$ cat config.mk
export PLATFORM = sky130hd
export DESIGN_NAME = ctrl_fsm_exec
export DESIGN_NICKNAME = d
export VERILOG_FILES = /design/src/rtl/ctrl_fsm_exec.sv
export SDC_FILE = /design/constraint.sdc
export NUM_CORES = 1
export LEC_CHECK = 0
export CORE_MARGIN = 8
export CORE_UTILIZATION = 30
export CTS_CLUSTER_SIZE = 16
export DETAILED_ROUTE_END_ITERATION = 8
export SLEW_MARGIN = 20
export SYNTH_ARGS = -nofsm -noshare
export SYNTH_HDL_FRONTEND = slang
export SYNTH_SLANG_ARGS = --single-unit
$ cat constraint.sdc
create_clock -name clk -period 1.6 [get_ports clk]
set_input_delay 0.48 -clock clk [delete_from_list [all_inputs] [get_ports clk]]
set_output_delay 0.48 -clock clk [all_outputs]
set_load 0.01 [all_outputs]
$ cat src/rtl/ctrl_fsm_exec.sv
// Fetch/decode/execute control FSM for the accumulator datapath.
// Ports: clk/reset, opcode + NFLG/ZFLG in; fetch, PC/AC/IR/mem strobes, ALU_OP, HALTED, ILLEGAL, STATE out.
module ctrl_fsm_exec #(
  parameter int OPW      = 8,
  parameter int IR_BYTES = 2,
  parameter int MEM_WAIT = 1
) (
  input  logic                clk,
  input  logic                reset,
  input  logic [OPW-1:0]      opcode,
  input  logic                NFLG,
  input  logic                ZFLG,
  output logic                fetch,
  output logic                INCR_PC,
  output logic                LOAD_PC,
  output logic                LOAD_AC,
  output logic [IR_BYTES-1:0] LOAD_IR,
  output logic                STORE_MEM,
  output logic                MEM_SEL,
  output logic [1:0]          ALU_OP,
  output logic                HALTED,
  output logic                ILLEGAL,
  output logic [2:0]          STATE
);

  typedef enum logic [2:0] {
    S_START  = 3'd0,
    S_PREP   = 3'd1,
    S_FETCH  = 3'd2,
    S_DECODE = 3'd3,
    S_MEMRD  = 3'd4,
    S_EXEC   = 3'd5,
    S_HALT   = 3'd6
  } state_e;

  localparam logic [3:0] C_NOP   = 4'h0;
  localparam logic [3:0] C_LOADI = 4'h1;
  localparam logic [3:0] C_LOAD  = 4'h2;
  localparam logic [3:0] C_STORE = 4'h3;
  localparam logic [3:0] C_ADD   = 4'h4;
  localparam logic [3:0] C_SUB   = 4'h5;
  localparam logic [3:0] C_JMP   = 4'h6;
  localparam logic [3:0] C_JN    = 4'h7;
  localparam logic [3:0] C_JZ    = 4'h8;
  localparam logic [3:0] C_HALT  = 4'hF;

  localparam logic [1:0] ALU_PASS = 2'b00;
  localparam logic [1:0] ALU_ADD  = 2'b01;
  localparam logic [1:0] ALU_SUB  = 2'b10;

  localparam logic [1:0] IDX_LAST = 2'(IR_BYTES - 1);
  localparam logic [2:0] WAIT_LAST =
    (MEM_WAIT > 0) ? 3'(MEM_WAIT - 1) : 3'd0;

  state_e     state_q, state_d;
  logic [1:0] idx_q, idx_d;
  logic [2:0] wait_q, wait_d;
  logic [3:0] cls_q, cls_d;
  logic [3:0] cls_in;

  // Only the class nibble is decoded; low opcode bits belong to the datapath.
  logic unused_op;
  assign unused_op = ^opcode;
  assign cls_in    = opcode[OPW-1 -: 4];

  always_ff @(posedge clk) begin
    if (reset) begin
      state_q <= S_START;
      idx_q   <= 2'd0;
      wait_q  <= 3'd0;
      cls_q   <= 4'd0;
    end else begin
      state_q <= state_d;
      idx_q   <= idx_d;
      wait_q  <= wait_d;
      cls_q   <= cls_d;
    end
  end

  always_comb begin
    state_d   = state_q;
    idx_d     = idx_q;
    wait_d    = wait_q;
    cls_d     = cls_q;
    fetch     = 1'b0;
    INCR_PC   = 1'b0;
    LOAD_PC   = 1'b0;
    LOAD_AC   = 1'b0;
    LOAD_IR   = '0;
    STORE_MEM = 1'b0;
    MEM_SEL   = 1'b0;
    ALU_OP    = ALU_PASS;
    HALTED    = 1'b0;
    ILLEGAL   = 1'b0;
    STATE     = state_q;

    unique case (state_q)
      S_START: state_d = S_PREP;

      S_PREP: begin
        fetch   = 1'b1;
        state_d = S_FETCH;
      end

      S_FETCH: begin
        fetch   = 1'b1;
        INCR_PC = 1'b1;
        LOAD_IR = IR_BYTES'(1) << idx_q;
        if (idx_q == IDX_LAST) begin
          idx_d   = 2'd0;
          state_d = S_DECODE;
        end else begin
          idx_d   = idx_q + 2'd1;
          state_d = S_PREP;
        end
      end

      S_DECODE: begin
        // Latch the class so later opcode changes cannot alter EXEC.
        cls_d  = cls_in;
        wait_d = 3'd0;
        case (cls_in)
          C_NOP: state_d = S_PREP;
          C_LOADI, C_STORE, C_JMP, C_JN, C_JZ:
            state_d = S_EXEC;
          C_LOAD, C_ADD, C_SUB:
            state_d = (MEM_WAIT > 0) ? S_MEMRD : S_EXEC;
          C_HALT: state_d = S_HALT;
          default: begin
            ILLEGAL = 1'b1;
            state_d = S_PREP;
          end
        endcase
      end

      S_MEMRD: begin
        MEM_SEL = 1'b1;
        if (wait_q == WAIT_LAST) begin
          wait_d  = 3'd0;
          state_d = S_EXEC;
        end else begin
          wait_d = wait_q + 3'd1;
        end
      end

      S_EXEC: begin
        state_d = S_PREP;
        case (cls_q)
          C_LOADI: LOAD_AC = 1'b1;
          C_LOAD: begin
            LOAD_AC = 1'b1;
            MEM_SEL = 1'b1;
          end
          C_ADD: begin
            LOAD_AC = 1'b1;
            MEM_SEL = 1'b1;
            ALU_OP  = ALU_ADD;
          end
          C_SUB: begin
            LOAD_AC = 1'b1;
            MEM_SEL = 1'b1;
            ALU_OP  = ALU_SUB;
          end
          C_STORE: begin
            STORE_MEM = 1'b1;
            MEM_SEL   = 1'b1;
          end
          C_JMP:   LOAD_PC = 1'b1;
          C_JN:    LOAD_PC = NFLG;
          C_JZ:    LOAD_PC = ZFLG;
          default: ;
        endcase
      end

      S_HALT: HALTED = 1'b1;

      default: state_d = S_START;
    endcase
  end

endmodule

==> results of run 1 <==
[cells in the final DEF, fill, tap and decap left out, types with 5 or more instances in the layout]
master | synthesis | final
a21oi_1 | 8 | 6
buf_4 | 2 | 26
dfxtp_4 | 0 | 6
nand2_1 | 11 | 9
buf_6 | 1 | 7
nor2_1 | 13 | 13
dfxtp_1 | 12 | 6
inv_1 | 5 | 5
dlygate4sd2_1 | 0 | 7
buf_2 | 3 | 9
[what timing repair did]
action | in CTS | in global routing
buffers inserted | 6 | 2
cloned | 0 | 0
endpoints found under the setup margin | 17 | 14
pin swaps | 9 | 6
resized for setup | 83 | 8
[flip-flops by register name, indices dropped and copies added, names as in the netlist]
register and count:
wait_q 3, STATE 3, idx_q 2, cls_q 4
[layer usage]
layer / vias to the layer above / GRT usage / part of all wire / wire (um)
li1: 440 / - / - / -
met1: 404 / 0.119 / 0.40 / 932
met2: 17 / 0.195 / 0.51 / 1180
met3: 4 / 0.0331 / 0.064 / 148
met4: 0 / 0.0705 / 0.018 / 42
met5: - / 0 / 0 / 0
[synth_stat cells, types with 3 or more instances]
library cell | count | share of area
nor2_1 | 13 | 0.062
dfxtp_1 | 12 | 0.31
nand2_1 | 11 | 0.053
a21oi_1 | 8 | 0.051
inv_1 | 5 | 0.024
nand2b_1 | 5 | 0.040
buf_2 | 3 | 0.019
nor3_1 | 3 | 0.019
[power by group]
| part | internal, mW | total, mW | switching, mW |
|---|---|---|---|
| logic | 0.106 | 0.185 | 0.0792 |
| registers | 0.304 | 0.320 | 0.0167 |
| clock network | 0.0875 | 0.193 | 0.105 |
[worst max path at each step]
stage / end / cells past startpoint / start
2_1_floorplan: ALU_OP[0] / 3 / STATE[1]
4_1_cts: STORE_MEM / 5 / STATE[1]
3_5_place_dp: ILLEGAL / 4 / opcode[6]
3_3_place_gp: ILLEGAL / 4 / opcode[6]
5_1_grt: ALU_OP[1] / 5 / STATE[1]
6_report: STORE_MEM / 5 / STATE[1]
[cell type report]
cell class                      count  area, um2  share of cell area
Timing Repair Buffer               52        413               0.315
Clock buffer                        3       22.5              0.0172
Multi-Input combinational cell     76        554               0.424
Inverter                            5       18.8              0.0143
Sequential cell                    12        263               0.201
Tap cell                           30       37.5              0.0287
[worst min-delay path: cells and delay by family (launching register included)]
family,cells,cell delay (ns)
AO/OA/AOI/OAI,1,0.05
flip-flops,1,0.37
AND/OR/NAND/NOR,1,0.06
[stage by stage]
step	TNS, ns	std cells	instance area, um2
2_1_floorplan	0	99	795
3_3_place_gp	-4.87	167	1180
3_5_place_dp	-5.02	167	1180
4_1_cts	-1.23	176	1270
5_1_grt	-1.97	178	1310
6_report	-1.11	178	1310
[cells by family (layout without fill, tap and decap cells)]
kind of cell | after synthesis | count (layout) | share of synthesized area
xor+xnor | 3 | 3 | 0.0335
flops | 12 | 12 | 0.306
fa+ha+maj | 2 | 2 | 0.0319
simple gates | 52 | 52 | 0.388
compound gates | 18 | 18 | 0.152
mux | 1 | 1 | 0.0128
buf+inv | 11 | 60 | 0.0765
==> metrics.md, run 1 <==
| Metric | Value |
|---|---|
| Final setup margin | -0.178 ns |
| Synth async-reset ratio | 0 |
| Fillers | 254 |
| Post-route minimum period | 1.78 ns |
| Die Y | 67.1 um |
| Syn Std Cell Area | 785 um2 |
| RSZ-0062 raised after global routing | yes |
| Hold WC Path Type | reg -> reg |
| Post-synth top flop | dfxtp_1 |
| Slew Limit Fails | 0 |
| Hpwl dp | 1.69 mm |
| Reg2reg path depth | 5 |
| Final #Nets | 164 |
| #FFs+latches synth | 12 |
| Leakage | 0.567 nW |
| Status | finished, violations left |
| Clock-pin slew on the worst setup and hold paths | about 0.070 ns |
| Iter 0 DRT Violations | 18 |
| Hold depth | 2 |
| Share of layout cells above drive strength 1 | 0.466 |
| Total Power | 0.698 mW |
| Skew final | around 0.0005 ns |
| Initial Util | 0.317 |
| WL final | approximately 2.3 mm |
| DR DRC count | 0 |
| Wirelength per Cell | 12.9 um |
| Placer Congestion | 0.680 |
| Critical Path Max Stage Delay | 0.36 ns |
| YS warnings | 0 |
| Crit end category | output port |
| R2r endpoint | STATE[1] |
| Cell count after synthesis | 99 |
| Cell row count | 18 |
| P&R area growth vs syn | 66.8% |
| Largest delay contributor family on the critical path | simple AND/OR/NAND/NOR gates |
| Crit-path slowest cell | dfxtp_4 |
| Dpl ws | -0.732 ns |
| Setup Crit Path Kind | reg -> out |
| # H-tree levels | 1 |
| Worst-margin pin slew | approximately 0.32 ns |
| Clk_lat worst skew | 0.28 ns |
| DR pass1 iterations | 4 |
| Hold EP | cls_q[0] |
| Unique masters post-synth | 40 |
| Power Dens Cells | 533 nW/um2 |
| Vias per cell | between 4 and 5 |
| Max Cap Viol | 0 |
| Max_slew headroom | 0.785 |
| Bufs and invs on worst path | 1 |
| Critical path peak fanout | 5 |
| Final Hold Viols | 0 |
| GR Overflow Total | 0 |
| Fmax | 0.562 GHz |
| Count of flip-flops with a built-in enable after synthesis | 0 |
| Worst vdd ir | about 0.00029 V |
| Core box area | 2480 um2 |
| Setup violators final | 10 |
| WP data required | between 1 and 1.5 ns |
| Failing checks | negative setup slack |
| Finished Core Util | 0.528 |
| Cts bufs inserted | 3 |
| CTS tree | yes |
| Buffers on Ports | 22 |
| Post-cts hold buffer count | 0 |
| Vias in the first global route | 902 |
| Initial antenna violation count | 0 |
| Width of the die | 67.1 um |
| Hold_sp | cls_q[0] |
| CP cell instances | nand3b_1 -> nor2_1 -> nand2_1 -> nor2_1 -> buf_2 |
| IO Count | 27 |
| Largest net degree at the start of global routing | 8 |
| Overall routing resource usage | 0.113 |
| Total nets after synthesis | around 110 |
| Arr. time, crit path | ~1.3 ns |
| Period utilisation layout | 1.11 |
| Final antenna-violating net count | 0 |
| Root Buffer | clkbuf_4 |
| First-pass GRT wire length | 3.94 mm |
| Syn avg cell area | 7.92 um2 |
| Hold Slack | 0.511 ns |
| Clock Path Buffers | 2 |
| # clock sinks | 12 |
| Flop2flop setup slack | 0.23 ns |
| Critical path startpoint category | flop |
| N_diodes | 0 |
| Register area share after synthesis | 0.306 |
| CP dominant cell by count | nor2_1 |
| Vias | between 800 and 900 |
| RR Startpoint | STATE[1] |
| Die ar. | ~4500 um2 |
Note: power is estimated with default switching activity, not from simulation.
==> inputs of run 2 (changes only) <==
- CORE_MARGIN: 8 -> 2
==> run 2 against run 1 <==
  * The flow still finishes with violations (negative setup slack)
  * First-iteration DRC count down 33%
  * Utilization grew 1.8 points
  * Global-route usage grew 3.6 points
  * Power is 9.9% higher
  * Worst setup slack got worse by 0.036 ns
  * Sequential share of layout area down 1.0 points
  * Via count is 1.8% higher
  * Critical endpoint is now ALU_OP[1]
==> metrics.md, run 2 (same netlist as run 1, synthesis figures left out) <==
| Metric | Value |
|---|---|
| Arr. time, crit path | 1.33 ns (+0.03 ns) |
| Worst-margin pin slew | 0.320 ns (-0.00193 ns) |
| Status | finished, violations left |
| Largest net degree at the start of global routing | 10 (+2) |
| N_diodes | 0 (unchanged) |
| Power Dens Cells | 566 nW/um2 (+6.2%) |
| Die ar. | 3040 um2 (-33%) |
| Vias in the first global route | 823 (-8.8%) |
| Setup Crit Path Kind | reg -> out |
| Placed Area | 1190 um2 (+1.3%) |
| Largest delay contributor family on the critical path | simple AND/OR/NAND/NOR gates |
| Skew final | 0.00247 ns (+0.00196 ns) |
| Placer Congestion | 0.738 (+8.4%) |
| IO Count | 27 (unchanged) |
| First-pass GRT wire length | 3.32 mm (-16%) |
| Max_slew headroom | 0.786 (+0.00129) |
| DR DRC count | 0 (unchanged) |
| Bufs and invs on worst path | 2 (+1) |
| Iter 0 DRT Violations | 12 (-6) |
| Initial Util | 0.317 (unchanged) |
| Wirelength per Cell | 12.0 um (-7.1%) |
| Vias | 881 (+1.8%) |
| DR pass1 iterations | 4 (unchanged) |
| Total Power | 0.767 mW (+9.9%) |
| Number of flip-flops in the largest register | 4 (unchanged) |
| Commonest cells after routing, fill and taps aside | 24 x buf_4, 11 x buf_6, 10 x nor2_1, 10 x buf_2, 9 x nand2_1 |
| Cts bufs inserted | 3 (unchanged) |
| Buffers on Ports | 22 (unchanged) |
| Clock Path Buffers | 2 (unchanged) |
| Hpwl dp | 1.56 mm (-7.4%) |
| Critical Path Max Stage Delay | 0.34 ns (-0.02 ns) |
| Period utilisation layout | 1.13 (+0.0226) |
| Initial antenna violation count | 0 (unchanged) |
| Failing checks | negative setup slack |
| Clock-pin slew on the worst setup and hold paths | 0.08 ns (about the same) |
| Final #Nets | 167 (+1.8%) |
| Clk_lat worst skew | 0.27 ns (about the same) |
| Max Cap Viol | 0 (unchanged) |
| Commonest non-fill, non-tap cell in the layout | buf_4 |
| # clock sinks | 12 (unchanged) |
| WL final | 2.19 mm (-5.0%) |
| Post-cts hold buffer count | 0 (unchanged) |
| Fillers | 234 (-7.9%) |
| Final setup margin | -0.215 ns (-0.0362 ns) |
| Cell row count | 18 (unchanged) |
| RSZ-0062 raised after global routing | yes |
| WP data required | 1.12 ns (about the same) |
| Final antenna-violating net count | 0 (unchanged) |
| Leakage | 0.576 nW (+1.6%) |
| Worst vdd ir | 0.000716 V (+150%) |
| Critical path peak fanout | 4 (-1) |
| CTS tree | yes |
| Largest Register | cls_q |
| Slew Limit Fails | 0 (unchanged) |
| Crit end category | output port |
| Setup violators final | 12 (+2) |
| Vias per cell | 4.84 (-0.39%) |
| GR Overflow Total | 0 (unchanged) |
| Hold WC Path Type | reg -> reg |
| Design area | 1350 um2 (+3.4%) |
| Final Hold Viols | 0 (unchanged) |
| Root Buffer | clkbuf_4 |
| Critical path startpoint category | flop |
| CP cell instances | nand3b_1 -> buf_6 -> nor2_4 -> nand2_2 -> nor2_1 -> buf_2 |
| Die Y | 55.1 um (-18%) |
| Post-route minimum period | 1.81 ns (+0.0362 ns) |
| Fmax | 0.551 GHz (-2.0%) |
| Share of layout cells above drive strength 1 | 0.487 (+0.0206) |
| Overall routing resource usage | 0.149 (+0.0356) |
| # H-tree levels | 1 (unchanged) |
| Crit-path slowest cell | dfxtp_2 |
| Width of the die | 55.1 um (-18%) |
| Core box area | 2480 um2 (unchanged) |
| P&R area growth vs syn | 72.6% |
-- run 2: cell type report --
class	instances	area [um2]	share of cell area
multi-input cells	76	559	0.413
flip-flops and latches	12	258	0.190
clock buffers	4	36.3	0.0268
repair buffers	55	444	0.328
inverters	5	18.8	0.0139
well taps	30	37.5	0.0277
-- run 2: through the flow --
stage | TNS, ns | std cells | setup WS (ns) | util | hold slack (ns)
final | -1.51 | 182 | -0.215 | 0.546 | 0.507
after detailed placement | -4.91 | 169 | -0.705 | 0.481 | 0.482
after global routing | -2.23 | 182 | -0.292 | 0.546 | 0.537
after CTS | -1.32 | 178 | -0.216 | 0.519 | 0.498
after global placement | -4.67 | 169 | -0.690 | 0.481 | 0.475
after floorplan | 0 | 99 | 0.0435 | - | 0.470
-- run 2: worst paths after layout --
check	startpoint	end	slack (ns)	cells past startpoint
setup / recovery	STATE[1]	ALU_OP[1]	-0.21	6
hold / removal	cls_q[0]	cls_q[0]	0.51	2
setup reg to reg	STATE[0]	STATE[0]	0.20	7
hold reg to reg	cls_q[0]	cls_q[0]	0.51	2
-- run 2: per-layer routing --
metal / global-route usage / part of all wire / vias to the layer above / routed length, um
li1: - / - / 452 / -
met1: 0.176 / 0.44 / 408 / 951
met2: 0.276 / 0.51 / 21 / 1110
met3: 0.0349 / 0.055 / 0 / 120
met4: 0.0203 / 0 / 0 / 0
met5: 0 / 0 / - / 0
-- run 2: repair_timing --
item / in CTS / in global routing
setup buffers: 5 / 5
pin swaps: 10 / 5
resized for setup: 85 / 12
endpoints found under the setup margin: 17 / 13
-- run 2: where the power goes --
part	leakage [nW]	switching, mW	internal [mW]
clock	0.0210	0.108	0.138
combinational	0.454	0.0866	0.115
sequential	0.101	0.0138	0.306
-- run 2: worst reg2reg max path: stages, from the launching register on --
cell	delay [ns]
dfxtp_4	0.38
buf_6	0.11
buf_6	0.10
nor2b_4	0.03
buf_4	0.12
buf_4	0.12
nor3b_2	0.16
a2111oi_1	0.27
==> inputs of run 3 (changes only) <==
- DONT_BUFFER_PORTS: not set -> 1
- clock period: 1.6 -> 2 ns (I/O delays scaled with it)
==> run 3 against run 2 <==
  * The run now ends clean
  * Power is 31% lower
  * Cell count is 25% lower
  * Wire length is 23% lower
  * Critical path depth is 3 lower
  * Worst hold slack worse by 0.13 ns
  * Register-to-register slack better by 0.52 ns
  * Utilization is 18 points lower
  * Sequential share of layout area is 8.8 points higher
  * Count of clock-buffer cells in the layout stayed put
  * Largest cell class unchanged
  * Highest routed layer is now met4
==> metrics.md, run 3 (same netlist as run 1, synthesis figures left out) <==
| Metric | Value |
|---|---|
| Slew Limit Fails | 0 (unchanged) |
| Width of the die | 55.1 um (unchanged) |
| Critical path startpoint category | flop |
| Cell row count | 18 (unchanged) |
| Placer Congestion | 0.687 (-6.9%) |
| Final antenna-violating net count | 0 (unchanged) |
| Fillers | 278 (+19%) |
| Clock Path Buffers | 2 (unchanged) |
| # clock sinks | 12 (unchanged) |
| Root Buffer | clkbuf_4 |
| Critical path peak fanout | 8 (+4) |
| Setup Crit Path Kind | reg -> out |
| Clk_lat worst skew | 0.28 ns (about the same) |
| # H-tree levels | 1 (unchanged) |
| Finished Core Util | 0.365 (-0.182) |
| Placed cells | 131 (-22%) |
| Die ar. | 3040 um2 (unchanged) |
| Vias per cell | 5.09 (+5.1%) |
| Wirelength per Cell | 12.4 um (+3.3%) |
| Vias | 692 (-21%) |
| Post-route insts no fill | 136 (-25%) |
| Arr. time, crit path | 1.29 ns (-0.04 ns) |
| Initial antenna violation count | 0 (unchanged) |
| Status | completed |
| Power Dens Cells | 587 nW/um2 (+3.7%) |
| Largest delay contributor family on the critical path | simple AND/OR/NAND/NOR gates |
| Placed Area | 841 um2 (-29%) |
| DR DRC count | 0 (unchanged) |
| Skew final | 0.00322 ns (+0.000751 ns) |
| Initial Util | 0.317 (unchanged) |
| Dpl ws | 0.224 ns (+0.928 ns) |
| Cts bufs inserted | 3 (unchanged) |
| Crit-path slowest cell | dfxtp_4 |
| Max Cap Viol | 0 (unchanged) |
| N_diodes | 0 (unchanged) |
| Share of layout cells above drive strength 1 | 0.208 (-0.279) |
| RSZ-0062 raised after global routing | no |
| Critical Path Max Stage Delay | 0.38 ns (+0.04 ns) |
| Worst-margin pin slew | 0.371 ns (+0.0514 ns) |
| Vias in the first global route | 639 (-22%) |
| Setup violators final | 0 (-12) |
| Post-cts hold buffer count | 0 (unchanged) |
| Final Hold Viols | 0 (unchanged) |
| GR Overflow Total | 0 (unchanged) |
| Die Y | 55.1 um (unchanged) |
| Worst vdd ir | 0.000300 V (-58%) |
| Leakage | 0.316 nW (-45%) |
| Max_slew headroom | 0.750 (-0.0356) |
| Hold Slack | 0.377 ns (-0.130 ns) |
| Final #Nets | 121 (-28%) |
| Iter 0 DRT Violations | 3 (-9) |
| Fmax | around 0.53 GHz |
| Clock-pin slew on the worst setup and hold paths | 0.08 ns (about the same) |
| Crit end category | output port |
| Commonest non-fill, non-tap cell in the layout | nor2_1 |
| Number of flip-flops in the largest register | 4 (unchanged) |
| Setup TNS | 0 ns (+1.51 ns) |
| Largest net degree at the start of global routing | 12 (+2) |
| Core box area | 2480 um2 (unchanged) |
| Commonest cells after routing, fill and taps aside | 12 x nor2_1, 11 x nand2_1, 9 x dfxtp_1, 9 x buf_4, 8 x a21oi_1 |
| CTS tree | yes |
| Largest Register | cls_q |
| CP cell instances | nand3b_1 -> nor4_1 -> buf_4 |
| Final setup margin | 0.111 ns (+0.326 ns) |
| Buffers on Ports | 0 (-100%) |
| Design area | 903 um2 (-33%) |
| IO Count | 27 (unchanged) |
| Total Power | 0.531 mW (-31%) |
| WP data required | 1.40 ns (+0.28 ns) |
| Hpwl dp | 1.33 mm (-15%) |
| DR pass1 iterations | 4 (unchanged) |
| WL final | 1.69 mm (-23%) |
| First-pass GRT wire length | 2.73 mm (-18%) |
| Bufs and invs on worst path | 1 (-1) |
| Period utilisation layout | 0.944 |
| P&R area growth vs syn | 15.2% |
| Hold WC Path Type | in -> reg |
| Post-route minimum period | between 1.5 and 2 ns |
| Overall routing resource usage | 0.129 (-0.0202) |
-- run 3: cell count changes in the layout (fill, tap and decap cells not counted), sizes merged --
| cell | previous run | this run |
|---|---|---|
| clkdlybuf4s15 | 1 | 0 |
| buf | 45 | 9 |
| dlygate4sd2 | 8 | 0 |
| clkdlybuf4s50 | 1 | 0 |
-- run 3: repair_timing --
| item | CTS | global route |
|---|---|---|
| setup endpoints to repair | 8 | 6 |
| resized for setup | 3 | 5 |
| setup buffers | 0 | 1 |
-- run 3: area by class of cell --
class | count | area (um2) | share of cell area
multi-input cells | 76 | 492 | 0.544
flip-flops and latches | 12 | 251 | 0.278
repair buffers | 9 | 67.6 | 0.0748
well taps | 30 | 37.5 | 0.0416
clock buffers | 4 | 36.3 | 0.0402
inverters | 5 | 18.8 | 0.0208
-- run 3: per-layer routing --
layer  vias up  global-route usage  share of wire
li1        359                   -              -
met1       304               0.142           0.45
met2        24               0.210           0.43
met3         5              0.0484          0.092
met4         0              0.0732          0.023
met5         -                   0              0
-- run 3: path summary, 6_finish.rpt --
check                start        end  slack, ns  cells after the start
hold reg to reg   cls_q[2]   cls_q[2]       0.50                      2
setup / recovery  STATE[1]  ALU_OP[0]       0.11                      3
hold / removal       reset   STATE[2]       0.38                      1
setup reg to reg  STATE[0]  wait_q[1]       0.72                      5
-- run 3: power breakdown --
group / switching [mW] / internal, mW / leakage (nW)
clock: 0.0856 / 0.111 / 0.0210
combinational: 0.0340 / 0.0386 / 0.196
sequential: 0.0158 / 0.246 / 0.0994
total: 0.135 / 0.395 / 0.316
